$ cat src/rtl/ysyx_22040386_csr_pkg.sv
// Shared machine-mode CSR definitions: addresses, control-state encodings,
// mstatus field positions and the ECALL cause code.
package ysyx_22040386_csr_pkg;

  localparam logic [11:0] CSR_MCYCLE   = 12'hb00;
  localparam logic [11:0] CSR_MSTATUS  = 12'h300;
  localparam logic [11:0] CSR_MIE      = 12'h304;
  localparam logic [11:0] CSR_MTVEC    = 12'h305;
  localparam logic [11:0] CSR_MSCRATCH = 12'h340;
  localparam logic [11:0] CSR_MEPC     = 12'h341;
  localparam logic [11:0] CSR_MCAUSE   = 12'h342;
  localparam logic [11:0] CSR_MIP      = 12'h344;

  typedef enum logic [2:0] {
    CSR_IDLE  = 3'd0,
    CSR_RS    = 3'd1,
    CSR_RW    = 3'd2,
    CSR_ECALL = 3'd3,
    CSR_MRET  = 3'd4
  } csr_state_e;

  localparam int MS_MIE    = 3;
  localparam int MS_MPIE   = 7;
  localparam int MS_MPP_LO = 11;
  localparam int MS_MPP_HI = 12;

  localparam logic [63:0] CAUSE_ECALL_M = 64'd11;

endpackage

$ cat src/rtl/ysyx_22040386_csr_trap.sv
// Trap sequencer: combinational next-state of mstatus/mepc/mcause and the
// PC redirect for ECALL and MRET. State must already be gated by valid.
module ysyx_22040386_csr_trap
  import ysyx_22040386_csr_pkg::*;
#(
  parameter int              XLEN        = 64,
  parameter logic [XLEN-1:0] ECALL_CAUSE = CAUSE_ECALL_M
) (
  input  csr_state_e        state,
  input  logic [XLEN-1:0]   mstatus,
  input  logic [XLEN-1:0]   mtvec,
  input  logic [XLEN-1:0]   mepc,
  input  logic [XLEN-1:0]   pc,
  output logic [XLEN-1:0]   next_mstatus,
  output logic [XLEN-1:0]   next_mepc,
  output logic [XLEN-1:0]   next_mcause,
  output logic              redirect,
  output logic [XLEN-1:0]   redirect_pc
);

  always_comb begin
    next_mstatus = mstatus;
    next_mepc    = mepc;
    next_mcause  = '0;
    redirect     = 1'b0;
    redirect_pc  = '0;
    case (state)
      CSR_ECALL: begin
        next_mstatus[MS_MPIE]             = mstatus[MS_MIE];
        next_mstatus[MS_MIE]              = 1'b0;
        next_mstatus[MS_MPP_HI:MS_MPP_LO] = 2'b11;
        next_mepc                         = pc;
        next_mcause                       = ECALL_CAUSE;
        redirect                          = 1'b1;
        // direct mode only: vector mode bits are ignored
        redirect_pc                       = {mtvec[XLEN-1:2], 2'b00};
      end
      CSR_MRET: begin
        next_mstatus[MS_MIE]              = mstatus[MS_MPIE];
        next_mstatus[MS_MPIE]             = 1'b1;
        next_mstatus[MS_MPP_HI:MS_MPP_LO] = 2'b11;
        redirect                          = 1'b1;
        redirect_pc                       = mepc;
      end
      default: ;
    endcase
  end

endmodule

$ cat src/rtl/ysyx_22040386_csr_file.sv
// Machine-mode CSR register file: register bank, address decode, mcycle and
// the writeback of trap updates produced by ysyx_22040386_csr_trap.
module ysyx_22040386_csr_file
  import ysyx_22040386_csr_pkg::*;
#(
  parameter int              XLEN        = 64,
  parameter logic [XLEN-1:0] MSTATUS_RST = 64'h0000_000a_0000_1800,
  parameter logic [XLEN-1:0] ECALL_CAUSE = 64'd11
) (
  input  logic              i_CSR_clk,
  input  logic              i_CSR_rst_n,
  input  logic              i_CSR_valid,
  input  logic              i_CSR_ren,
  input  logic              i_CSR_wen,
  input  logic [2:0]        i_CSR_state,
  input  logic [11:0]       i_CSR_raddr,
  input  logic [11:0]       i_CSR_waddr,
  input  logic [XLEN-1:0]   i_CSR_wr_data,
  input  logic [XLEN-1:0]   i_CSR_pc,
  output logic [XLEN-1:0]   o_CSR_rd_data,
  output logic              o_CSR_redirect,
  output logic [XLEN-1:0]   o_CSR_redirect_pc,
  output logic              o_CSR_bad_addr
);

  logic [XLEN-1:0] mstatus, mtvec, mepc, mcause, mie, mip, mscratch, mcycle;

  csr_state_e state, trap_state;
  assign state      = csr_state_e'(i_CSR_state);
  assign trap_state = i_CSR_valid ? state : CSR_IDLE;

  // read port
  logic [XLEN-1:0] rd_val;
  logic            rd_hit;
  always_comb begin
    rd_val = '0;
    rd_hit = 1'b1;
    case (i_CSR_raddr)
      CSR_MCYCLE:   rd_val = mcycle;
      CSR_MSTATUS:  rd_val = mstatus;
      CSR_MIE:      rd_val = mie;
      CSR_MTVEC:    rd_val = mtvec;
      CSR_MSCRATCH: rd_val = mscratch;
      CSR_MEPC:     rd_val = mepc;
      CSR_MCAUSE:   rd_val = mcause;
      CSR_MIP:      rd_val = mip;
      default:      rd_hit = 1'b0;
    endcase
  end

  assign o_CSR_rd_data  = i_CSR_ren ? rd_val : '0;
  assign o_CSR_bad_addr = i_CSR_ren & i_CSR_valid & ~rd_hit;

  // old value at waddr feeds the set-bits merge
  logic [XLEN-1:0] wr_old;
  always_comb begin
    wr_old = '0;
    case (i_CSR_waddr)
      CSR_MCYCLE:   wr_old = mcycle;
      CSR_MSTATUS:  wr_old = mstatus;
      CSR_MIE:      wr_old = mie;
      CSR_MTVEC:    wr_old = mtvec;
      CSR_MSCRATCH: wr_old = mscratch;
      CSR_MEPC:     wr_old = mepc;
      CSR_MCAUSE:   wr_old = mcause;
      CSR_MIP:      wr_old = mip;
      default:      wr_old = '0;
    endcase
  end

  logic            wr_act;
  logic [XLEN-1:0] wr_val;
  assign wr_act = i_CSR_valid & i_CSR_wen & ((state == CSR_RS) | (state == CSR_RW));
  assign wr_val = (state == CSR_RS) ? (wr_old | i_CSR_wr_data) : i_CSR_wr_data;

  logic [XLEN-1:0] nx_mstatus, nx_mepc, nx_mcause;
  logic            is_ecall;
  assign is_ecall = i_CSR_valid & (state == CSR_ECALL);

  ysyx_22040386_csr_trap #(
    .XLEN        (XLEN),
    .ECALL_CAUSE (ECALL_CAUSE)
  ) u_trap (
    .state        (trap_state),
    .mstatus      (mstatus),
    .mtvec        (mtvec),
    .mepc         (mepc),
    .pc           (i_CSR_pc),
    .next_mstatus (nx_mstatus),
    .next_mepc    (nx_mepc),
    .next_mcause  (nx_mcause),
    .redirect     (o_CSR_redirect),
    .redirect_pc  (o_CSR_redirect_pc)
  );

  always_ff @(posedge i_CSR_clk or negedge i_CSR_rst_n) begin
    if (!i_CSR_rst_n) begin
      mstatus  <= MSTATUS_RST;
      mtvec    <= '0;
      mepc     <= '0;
      mcause   <= '0;
      mie      <= '0;
      mip      <= '0;
      mscratch <= '0;
      mcycle   <= '0;
    end else begin
      // a software write replaces this cycle's increment
      if (wr_act && i_CSR_waddr == CSR_MCYCLE) mcycle <= wr_val;
      else                                     mcycle <= mcycle + XLEN'(1);

      if (o_CSR_redirect)                            mstatus <= nx_mstatus;
      else if (wr_act && i_CSR_waddr == CSR_MSTATUS) mstatus <= wr_val;

      if (is_ecall) begin
        mepc   <= nx_mepc;
        mcause <= nx_mcause;
      end else begin
        if (wr_act && i_CSR_waddr == CSR_MEPC)   mepc   <= wr_val;
        if (wr_act && i_CSR_waddr == CSR_MCAUSE) mcause <= wr_val;
      end

      if (wr_act && i_CSR_waddr == CSR_MTVEC)    mtvec    <= wr_val;
      if (wr_act && i_CSR_waddr == CSR_MIE)      mie      <= wr_val;
      if (wr_act && i_CSR_waddr == CSR_MIP)      mip      <= wr_val;
      if (wr_act && i_CSR_waddr == CSR_MSCRATCH) mscratch <= wr_val;
    end
  end

endmodule

$ cat config.mk
export PLATFORM = sky130hd
export DESIGN_NAME = ysyx_22040386_csr_file
export DESIGN_NICKNAME = d
export VERILOG_FILES = /design/src/rtl/ysyx_22040386_csr_pkg.sv /design/src/rtl/ysyx_22040386_csr_trap.sv /design/src/rtl/ysyx_22040386_csr_file.sv
export SDC_FILE = /design/constraint.sdc
export NUM_CORES = 1
export LEC_CHECK = 0
export BUFFER_PORTS_ARGS = -buffer_cell sky130_fd_sc_hd__buf_4
export CORE_MARGIN = 3
export CORE_UTILIZATION = 26
export DETAILED_ROUTE_END_ITERATION = 10
export GPL_TIMING_DRIVEN = 0
export PLACE_DENSITY_LB_ADDON = 0.2
export REMOVE_ABC_BUFFERS = 1
export SYNTH_ARGS = -nofsm -noshare
export SYNTH_HDL_FRONTEND = slang
export SYNTH_SLANG_ARGS = --single-unit
$ cat constraint.sdc
create_clock -name i_CSR_clk -period 2.7 [get_ports i_CSR_clk]
set_clock_uncertainty 0.2 [all_clocks]
set_input_delay 0 -clock i_CSR_clk [delete_from_list [all_inputs] [get_ports i_CSR_clk]]
set_output_delay 0 -clock i_CSR_clk [all_outputs]
set_load 0.05 [all_outputs]
After elaboration in Yosys (flattened, before gate mapping)
Index checks and enable logic that the tools add are counted.
{"block": "totals", "regBits": 512, "inputBits": 160, "output_inout_bits": 130}
{"block": "classes", "addsub": 1, "eq_ne": 24, "muxes": 20, "n_bitwise": 9, "reduce_logical": 17}
{"op": "64-bit one-hot mux with 8 select lines", "n": 2}
{"op": "64-bit 2-to-1 mux", "n": 8}
{"op": "12-bit by 10-bit == test with 1-bit output, second input constant", "n": 14}
{"op": "64-bit one-hot mux with 2 select lines", "n": 1}
{"op": "64-bit by 1-bit adder with 64-bit output, second input constant", "n": 1}
{"op": "64-bit bitwise OR", "n": 1}
{"op": "13-bit 2-to-1 mux", "n": 2}
{"op": "12-bit == test, second input constant", "n": 2}
{"op": "3-bit by 2-bit == test with 1-bit output, second input constant", "n": 3}
{"op": "1-bit logical AND", "n": 8}
{"op": "2-bit AND reduction", "n": 4}
{"op": "8-bit OR reduction", "n": 1}
{"op": "2-bit nonzero test", "n": 3}
{"op": "1-bit bitwise AND", "n": 5}
{"op": "4-bit 2-to-1 mux", "n": 1}
{"op": "1-bit one-hot mux with 2 select lines", "n": 2}
{"op": "3-bit by 1-bit == test with 1-bit output, second input constant", "n": 1}
{"op": "3-bit == test, second input constant", "n": 1}
{"op": "3-bit 2-to-1 mux", "n": 1}
{"op": "3-bit by 1-bit inequality test with 1-bit output, second input constant", "n": 1}
{"op": "1-bit 2-to-1 mux", "n": 2}
{"op": "2-bit 2-to-1 mux", "n": 1}
{"op": "2-bit by 1-bit inequality test with 1-bit output, second input constant", "n": 1}
{"op": "2-bit inequality test, second input constant", "n": 1}
{"op": "3 further kinds", "n": 4}

Longest topological paths before layout
Gate-level depths: netlist (run 1).
{"block": "depth", "ltp_word": 6, "ltp_mapped": 10, "ltp_nobuf": 7}

Hierarchy
From an unflattened synthesis (run 1), not the netlist that was laid out.
{"block": "unflattened", "hier_cells": 3500, "area_unflattened_um2": 31880.6}
{"mod": "ysyx_22040386_csr_file", "n_inst": 1, "cells_per_inst": 3213, "area_each_um2": 29200.5, "seq_area_each_um2": 12817.3}
{"mod": "ysyx_22040386_csr_trap", "n_inst": 1, "cells_per_inst": 287, "area_each_um2": 2680.1, "seq_area_each_um2": 0.0}

Least setup slack after synthesis (run 1)
OpenSTA, ideal clock, no wires.
{"block": "synth_timing", "path_kind": "in2out", "startpoint": "input i_CSR_raddr[1]", "endpoint": "output o_CSR_rd_data[10]", "arrival_time_ns": 2.332, "required_ns": 2.500, "path_slack_ns": 0.168, "path_stages": 7, "path_buffers": 1, "path_cell_list": "or4_1 > nor2_1 > nand2_1 > nor3_2 > clkbuf_1 > a22oi_1 > a21oi_1"}
{"block": "synth_via", "elab_chain_len": 3, "word_cells_on_any_way": 10}
{"element": "start, declared", "line": "ysyx_22040386_csr_file.sv:16", "source": "input logic [11:0] i_CSR_raddr,"}
{"element": "12-bit by 10-bit == test with 1-bit output or 12-bit == test (tied branches)", "line": "ysyx_22040386_csr_file.sv:38", "source": "case (i_CSR_raddr)"}
{"element": "64-bit one-hot mux with 8 select lines (*)", "line": "ysyx_22040386_csr_file.sv:38"}
{"element": "64-bit 2-to-1 mux (*)", "line": "ysyx_22040386_csr_file.sv:51", "source": "assign o_CSR_rd_data = i_CSR_ren ? rd_val : '0;"}
{"element": "end, declared", "line": "ysyx_22040386_csr_file.sv:20", "source": "output logic [XLEN-1:0] o_CSR_rd_data,"}
Mark *: on every way between the ends. The rest lies on a longest branch, timed or not.

Worst setup path after layout (run 1)
{"block": "layout_timing", "startpoint": "input i_CSR_waddr[11]", "endpoint": "register mip[18]"}
{"block": "layout_via", "elab_chain_len": 4, "word_cells_on_any_way": 12}
{"element": "start, declared", "line": "ysyx_22040386_csr_file.sv:17", "source": "input logic [11:0] i_CSR_waddr,"}
{"element": "12-bit by 10-bit == test with 1-bit output (tied with other cells)", "line": "ysyx_22040386_csr_file.sv:58, ysyx_22040386_csr_file.sv:124"}
{"element": "64-bit one-hot mux with 8 select lines", "line": "ysyx_22040386_csr_file.sv:58", "source": "case (i_CSR_waddr)"}
{"element": "64-bit bitwise OR", "line": "ysyx_22040386_csr_file.sv:74", "source": "assign wr_val = (state == CSR_RS) ? (wr_old | i_CSR_wr_data) : i_CSR_wr_data;"}
{"element": "64-bit 2-to-1 mux", "line": "ysyx_22040386_csr_file.sv:74"}
{"element": "end signal, assigned", "line": "ysyx_22040386_csr_file.sv:124", "source": "if (wr_act && i_CSR_waddr == CSR_MIP) mip <= wr_val;"}
{"element": "end, declared", "line": "ysyx_22040386_csr_file.sv:26", "source": "logic [XLEN-1:0] mstatus, mtvec, mepc, mcause, mie, mip, mscratch, mcycle;"}
Several ways; a longest one is shown, not always the timed one.
A chain may end at the register's enable or synchronous reset.

==> impl_metrics.yaml, run 1 <==
die:
  rows: 120
  die_area_um2: 113100
  dieWidth_um: 336.3
  pin_count: 290
  dieHeight_um: 336.3
  core_area_um2: 107700
  initial_core_util: 0.2635
sta:
  worst_slack_ns: 0.003661
  fin_crit_sh: 0.9986
  post-route-min-period_ns: 2.696
  finalSetupViolCount: 0
  worst_pin_slew_ns: 1.154
  fin_tns_setup_ns: 0
  slew_headroom: 0.2249
  fmax_mhz: 370.9
  maxSlewViolCount: 0
  whs_ns: 0.03749
  hold_viol: 0
critical_path:
  critPathTopFamily: "simple AND/OR/NAND/NOR gates"
  critPathBufInv: 3
  cpMostUsedCell: "buf_16"
  r2r_start: "mcycle[8]"
  crit_path_top_delay_cell: "or4bb_1"
  path_class: "in -> reg"
  crit_path_end_kind: "register"
  startpoint: "i_CSR_waddr[11]"
  crit_chain: "buf_4 -> or4bb_1 -> nor2_4 -> nand3_4 -> buf_16 -> buf_16 -> nand2_1 -> o21ai_1"
  crit_fanout: 42
  crit_path_start_kind: "input port"
  worst_path_largest_cell_delay_ns: 0.82
  arrival_ns: 3.01
  cp.required_ns: 3.01
routing:
  ant_nets: 0
  drc_errors: 0
  dr.pass1.iters: 8
  wire_per_inst_um: 28.04
  via_per_inst: 5.578
  drt-initial-drc-count: 2547
  num_vias: 27600
  drt_wl_total_um: 138700
worst_hold_path:
  worstHoldStart: "i_CSR_waddr[3]"
  hold_path.class: "in -> reg"
layout:
  finalInstanceArea_um2: 38910
  area_growth_pct: 37.17
  drive_gt1_frac: 0.2187
  layout_common_cells: "dfrtp_1 (508), nand2_1 (367), o21ai_1 (361)"
  nets: 3653
  layout_commonest_cell: "dfrtp_1"
yosys:
  syn_inst: 3002
  synth_edf_count: 0
  ys_warn_count: 0
  syn_area_um2: 28370
  yosys.cell_types.count: 63
  synth_seq_area_share: 0.4518
  synthArstFlopShare: 1.000
  ys.flop_type: "dfrtp_1"
  synth_seq_cells: 512
  avgSynthCellArea_um2: 9.450
placement:
  port_buffers: 289
  place_area_um2: 33590
  gp_congestion: 0.7634
  dp_hpwl_um: 91180
  post-place-ws_ns: -1.418
power_and_ir_drop:
  p_leak_nw: 16.11
  peakVddDrop_uv: 599.5
  powerDensity_nw_per_um2: 493.7
global_route:
  grt_use_total: 0.2391
  grt_pass1_vias: 27760
  grt_max_degree: 111
  gr-total-overflow: 0
  antenna_found_initial: 2
  grt_pass1_wl_um: 199000
clock_network:
  clock_latency_ns: 0.65
  cts_max_level: 2
  cts_max_path_buffers: 3
  cts.sinks: 512
  clk_pin_slew_ns: 0.06
  cts_tree: "done"
  cts-root-buf: "clkbuf_16"
  numCtsBuffers: 61
job:
  cap_viol_max_count: 0
outcome:
  status: "complete, no violations"
## cell families after synthesis
family          after synthesis  share of synthesized area
simple gates                716                     0.1182
compound gates             1128                     0.2622
xor+xnor                     60                    0.01852
buf+inv                     291                    0.04309
mux                         293                     0.1054
fa+ha+maj                     2                  0.0007938
flops                       512                     0.4518
## cells in the mapped netlist, drive strengths merged (4+ instances only)
library cell  count  share of area
a21oi           236          0.049
a221oi           65          0.020
a222oi           60          0.021
a22o             64          0.020
a22oi            68          0.018
a32oi            45          0.014
and2             17         0.0037
and3             35         0.0077
and4             13         0.0040
buf              85          0.016
clkbuf          200          0.026
dfrtp           508           0.45
dfstp             4         0.0037
inv               6        0.00079
mux2             46          0.018
mux2i           247          0.087
nand2           372          0.049
nand2b            5         0.0011
nand3            90          0.016
nand4            33         0.0073
nand4b            6         0.0019
nor2             82          0.011
nor2b             4        0.00088
nor3             20         0.0043
nor3b             6         0.0018
nor4             14         0.0041
o211ai           20         0.0069
o21ai           392          0.069
o22a             41          0.013
o22ai           128          0.028
or3               4        0.00088
or4               4         0.0011
xnor2            23         0.0071
xor2             37          0.011
## routing by layer
metal,up-vias,part of all wire,GRT usage
li1,12510,-,-
met1,13630,0.44,0.3243
met2,1178,0.46,0.3828
met3,279,0.075,0.04415
met4,0,0.034,0.08064
met5,-,0,0
## layout make-up
type,count,area (um^2)
Sequential cell,512,12820
Antenna cell,2,5.005
Timing Repair Buffer,709,7279
Inverter,6,22.52
Tap cell,1403,1755
Fill cell,10900,68740
Clock inverter,19,311.5
Clock buffer,95,1866
Multi-Input combinational cell,2202,14860
## path summary, 6_finish.rpt
| kind | end | slack, ns | cells past startpoint |
|---|---|---|---|
| min in group asynchronous | mcause[0] | 0.38 | 4 |
| max in group asynchronous | mcause[19] | 0.57 | 6 |
| hold / removal | mscratch[1] | 0.04 | 5 |
| setup reg to reg | mcycle[30] | 0.14 | 6 |
| hold reg to reg | mstatus[33] | 0.28 | 2 |
| setup / recovery | mip[18] | 0.004 | 8 |
## per-stage QoR
step	instances	utilization	total power, mW
2_1_floorplan	2717	-	8.900
3_3_place_gp	4409	0.2888	9.870
6_report	4948	0.3615	19.21
4_1_cts	4939	0.3602	19.41
5_1_grt	4946	0.3614	19.90
3_5_place_dp	4551	0.3121	9.957
## where the power goes
group	switching, mW	internal, mW	total (mW)
Sequential	0.342	7.91	8.25
Clock	3.57	5.48	9.04
Combinational	1.09	0.820	1.91
Total	5.00	14.2	19.2
## sequential cells by signal, summed over array words and instances (netlist names)
register and count:
mepc 64, mip 64, mstatus 64, mcause 64
mtvec 64, mscratch 64, mie 64, mcycle 64
## worst register-to-register path, delay by kind of cell (launching register included)
family	cells	cell delay [ns]
flops	1	0.46
xor+xnor	1	0.22
mux	1	0.09
simple gates	4	1.45
## timing repair
item                       CTS  global route
hold endpoints to repair   862             3
gates resized for setup     57            16
setup buffers               31             5
setup endpoints to repair  533           351
pin swaps                   20             4
cloned                       5             2
hold buffers               239             1
Power figures use the tool's default switching activity.
==> inputs of run 2 (changes only) <==
Settings changed: ABC_AREA set to 1, CAP_MARGIN set to 20, GPL_TIMING_DRIVEN 0 to unset.
==> impl_metrics.yaml, run 2 <==
outcome:
  status: "finished, violations left"
  violations: "hold timing"
critical_path:
  crit_path_start_kind: "input port"
  crit_path_end_kind: "register"
  crit_path_top_delay_cell: "dlygate4sd3_1"
  rr_worst_depth: 11
  crit_chain: "dlygate4sd3_1 -> buf_4 -> nand2_1 -> inv_1 -> nand2_8 -> clkinv_16 -> buf_4 -> nand3_1 -> nand2_1 -> nor2_1 -> nand2_1 -> a21oi_4 -> a21oi_1 -> dlygate4sd3_1"
  cp.depth: 14
  crit_fanout: 31
  cpMostUsedCell: "nand2_1"
  critPathBufInv: 6
  worst_path_largest_cell_delay_ns: 0.57
  cp.required_ns: 3.04
  path_class: "in -> reg"
  critPathTopFamily: "buffers and inverters"
  arrival_ns: 2.95
layout:
  layout_commonest_cell: "nand2_1"
  area_growth_pct: 33.27
  final_util: 0.3507
  instances_no_fill: 6458
  final-seq-area_um2: 12820
  layout_common_cells: "nand2_1 (1252), nand3_1 (738), dfrtp_1 (508)"
  fillCellCount: 12640
  multi_input_area_um2: 16110
  nets: 5045
  drive_gt1_frac: 0.1411
clock_network:
  cts_max_level: 2
  cts_max_path_buffers: 3
  clk_pin_slew_ns: 0.07
  clock_latency_ns: 0.66
  cts-root-buf: "clkbuf_16"
  cts_tree: "done"
  cts.sinks: 512
  numCtsBuffers: 59
sta:
  rsz0062_at_grt: "false"
  finalSetupViolCount: 0
  fmax_mhz: 382.4
  slew_headroom: 0.3149
  fin_tns_setup_ns: 0
  worst_pin_slew_ns: 1.028
  whs_ns: -0.005115
  worst_slack_ns: 0.08527
  post-route-min-period_ns: 2.615
  fin_crit_sh: 0.9684
  hold_viol: 3
  maxSlewViolCount: 0
routing:
  drt_wl_total_um: 152300
  ant_nets: 0
  via_per_inst: 5.192
  dr.pass1.iters: 6
  drc_errors: 0
  drt-initial-drc-count: 3149
  wire_per_inst_um: 23.58
  num_vias: 33530
yosys:
  synth_top_cells_by_count: "nand2_1 (1255), nand3_1 (744), dfrtp_1 (508), nor2_1 (373), o21ai_1 (292)"
  synth.area.top_cells: "dfrtp_1 (41%), nand2_1 (15%), nand3_1 (12%)"
  avgSynthCellArea_um2: 7.046
  yosys.cell_types.count: 39
  yosysTopAreaCell: "dfrtp_1"
  synth_edf_count: 0
  synth_seq_area_share: 0.4175
  synthArstFlopShare: 1.000
  ys.flop_type: "dfrtp_1"
  syn_area_um2: 30700
  syn_inst: 4357
  synth_most_common_cell: "nand2_1"
  synth.top_cell.area_share: 0.4141
  synth_seq_cells: 512
  ys_warn_count: 0
die:
  die_area_um2: 122200
  pin_count: 290
  dieWidth_um: 349.6
  initial_core_util: 0.2631
  dieHeight_um: 349.6
  rows: 125
  core_area_um2: 116700
global_route:
  grt_use_total: 0.2410
  grt_pass1_vias: 32900
  gr-total-overflow: 0
  grt_pass1_wl_um: 223300
  antenna_found_initial: 0
  grt_max_degree: 112
power_and_ir_drop:
  peakVddDrop_uv: 438.3
  netSwitchingFraction: 0.2719
  powerDensity_nw_per_um2: 452.2
  p_total_mw: 18.50
  power.internal_mw: 13.47
  switching_power_mw: 5.030
  p_leak_nw: 18.46
  combPwrFrac: 0.115
  clkPwrFrac: 0.442
  seq_power_share: 0.443
worst_hold_path:
  min_path_cells: 4
  hold_path.class: "in -> reg"
placement:
  post-place-ws_ns: 0.2821
  gp_congestion: 0.9335
  dpl.cell_count: 6043
  port_buffers: 289
  dp_hpwl_um: 99740
job:
  cap_viol_max_count: 0
==> run 2: layout make-up <==
cell class	count	area share
Multi-Input combinational cell	3364	0.3938
Sequential cell	512	0.3133
Timing Repair Buffer	772	0.1831
Tap cell	1524	0.04661
Clock buffer	102	0.04422
Inverter	174	0.01673
Clock inverter	8	0.001957
Timing Repair inverter	1	0.0002752
Antenna cell	1	0.00006116
==> run 2: per-layer routing <==
layer	track usage	up-vias	share of wire
li1	-	15640	-
met1	0.3268	16430	0.44
met2	0.4040	1224	0.47
met3	0.02560	239	0.057
met4	0.07277	0	0.031
met5	0	-	0
==> run 2: worst paths after layout <==
path / startpoint / to / slack, ns
max in group asynchronous: i_CSR_rst_n / mie[62] / 1.21
min reg2reg: mstatus[33] / mstatus[33] / 0.29
min: i_CSR_wr_data[20] / mcause[20] / -0.005
max: i_CSR_waddr[9] / mepc[43] / 0.09
max reg2reg: mcycle[0] / mcycle[38] / 0.26
min in group asynchronous: i_CSR_rst_n / mscratch[23] / 0.44
==> run 2: repair_timing <==
item / CTS / global route
endpoints found under the setup margin: 0 / 49
hold endpoints to repair: 1024 / 1
buffers inserted: 0 / 21
hold buffers: 280 / 1
resized for setup: 0 / 29
==> run 2: cell families after synthesis <==
kind of cell,share of synthesized area
flip-flops,0.4175
buffers and inverters,0.06696
adder cells (fa/ha/maj),0.0004075
AO/OA/AOI/OAI,0.1610
XOR/XNOR,0.01284
AND/OR/NAND/NOR,0.3413
==> run 2: stage by stage <==
stage | area (um^2) | hold slack (ns)
2_1_floorplan | 29300 | -0.4956
3_3_place_gp | 35810 | -0.2561
3_5_place_dp | 35810 | -0.2515
4_1_cts | 40520 | 0.0005774
5_1_grt | 40910 | 0.0007888
6_report | 40910 | -0.005115
==> run 2: worst reg2reg max path: cells and delay by family, from the launching register on <==
kind | cells | cell delay [ns]
xor gates and xnor gates | 1 | 0.15
adders and majority gates | 1 | 0.22
AOI/OAI and AO/OA | 1 | 0.08
DFF | 1 | 0.49
and+or+nand+nor | 8 | 1.21
==> run 2: power groups by stage <==
stage / Sequential (mW) / Clock [mW] / Combinational [mW]
final: 8.19 / 8.18 / 2.13
after global routing: 8.22 / 8.62 / 2.30
after CTS: 8.18 / 8.32 / 2.09
after detailed placement: 8.32 / 0 / 1.61
after global placement: 8.32 / 0 / 1.60
after floorplan: 8.24 / 0 / 0.700
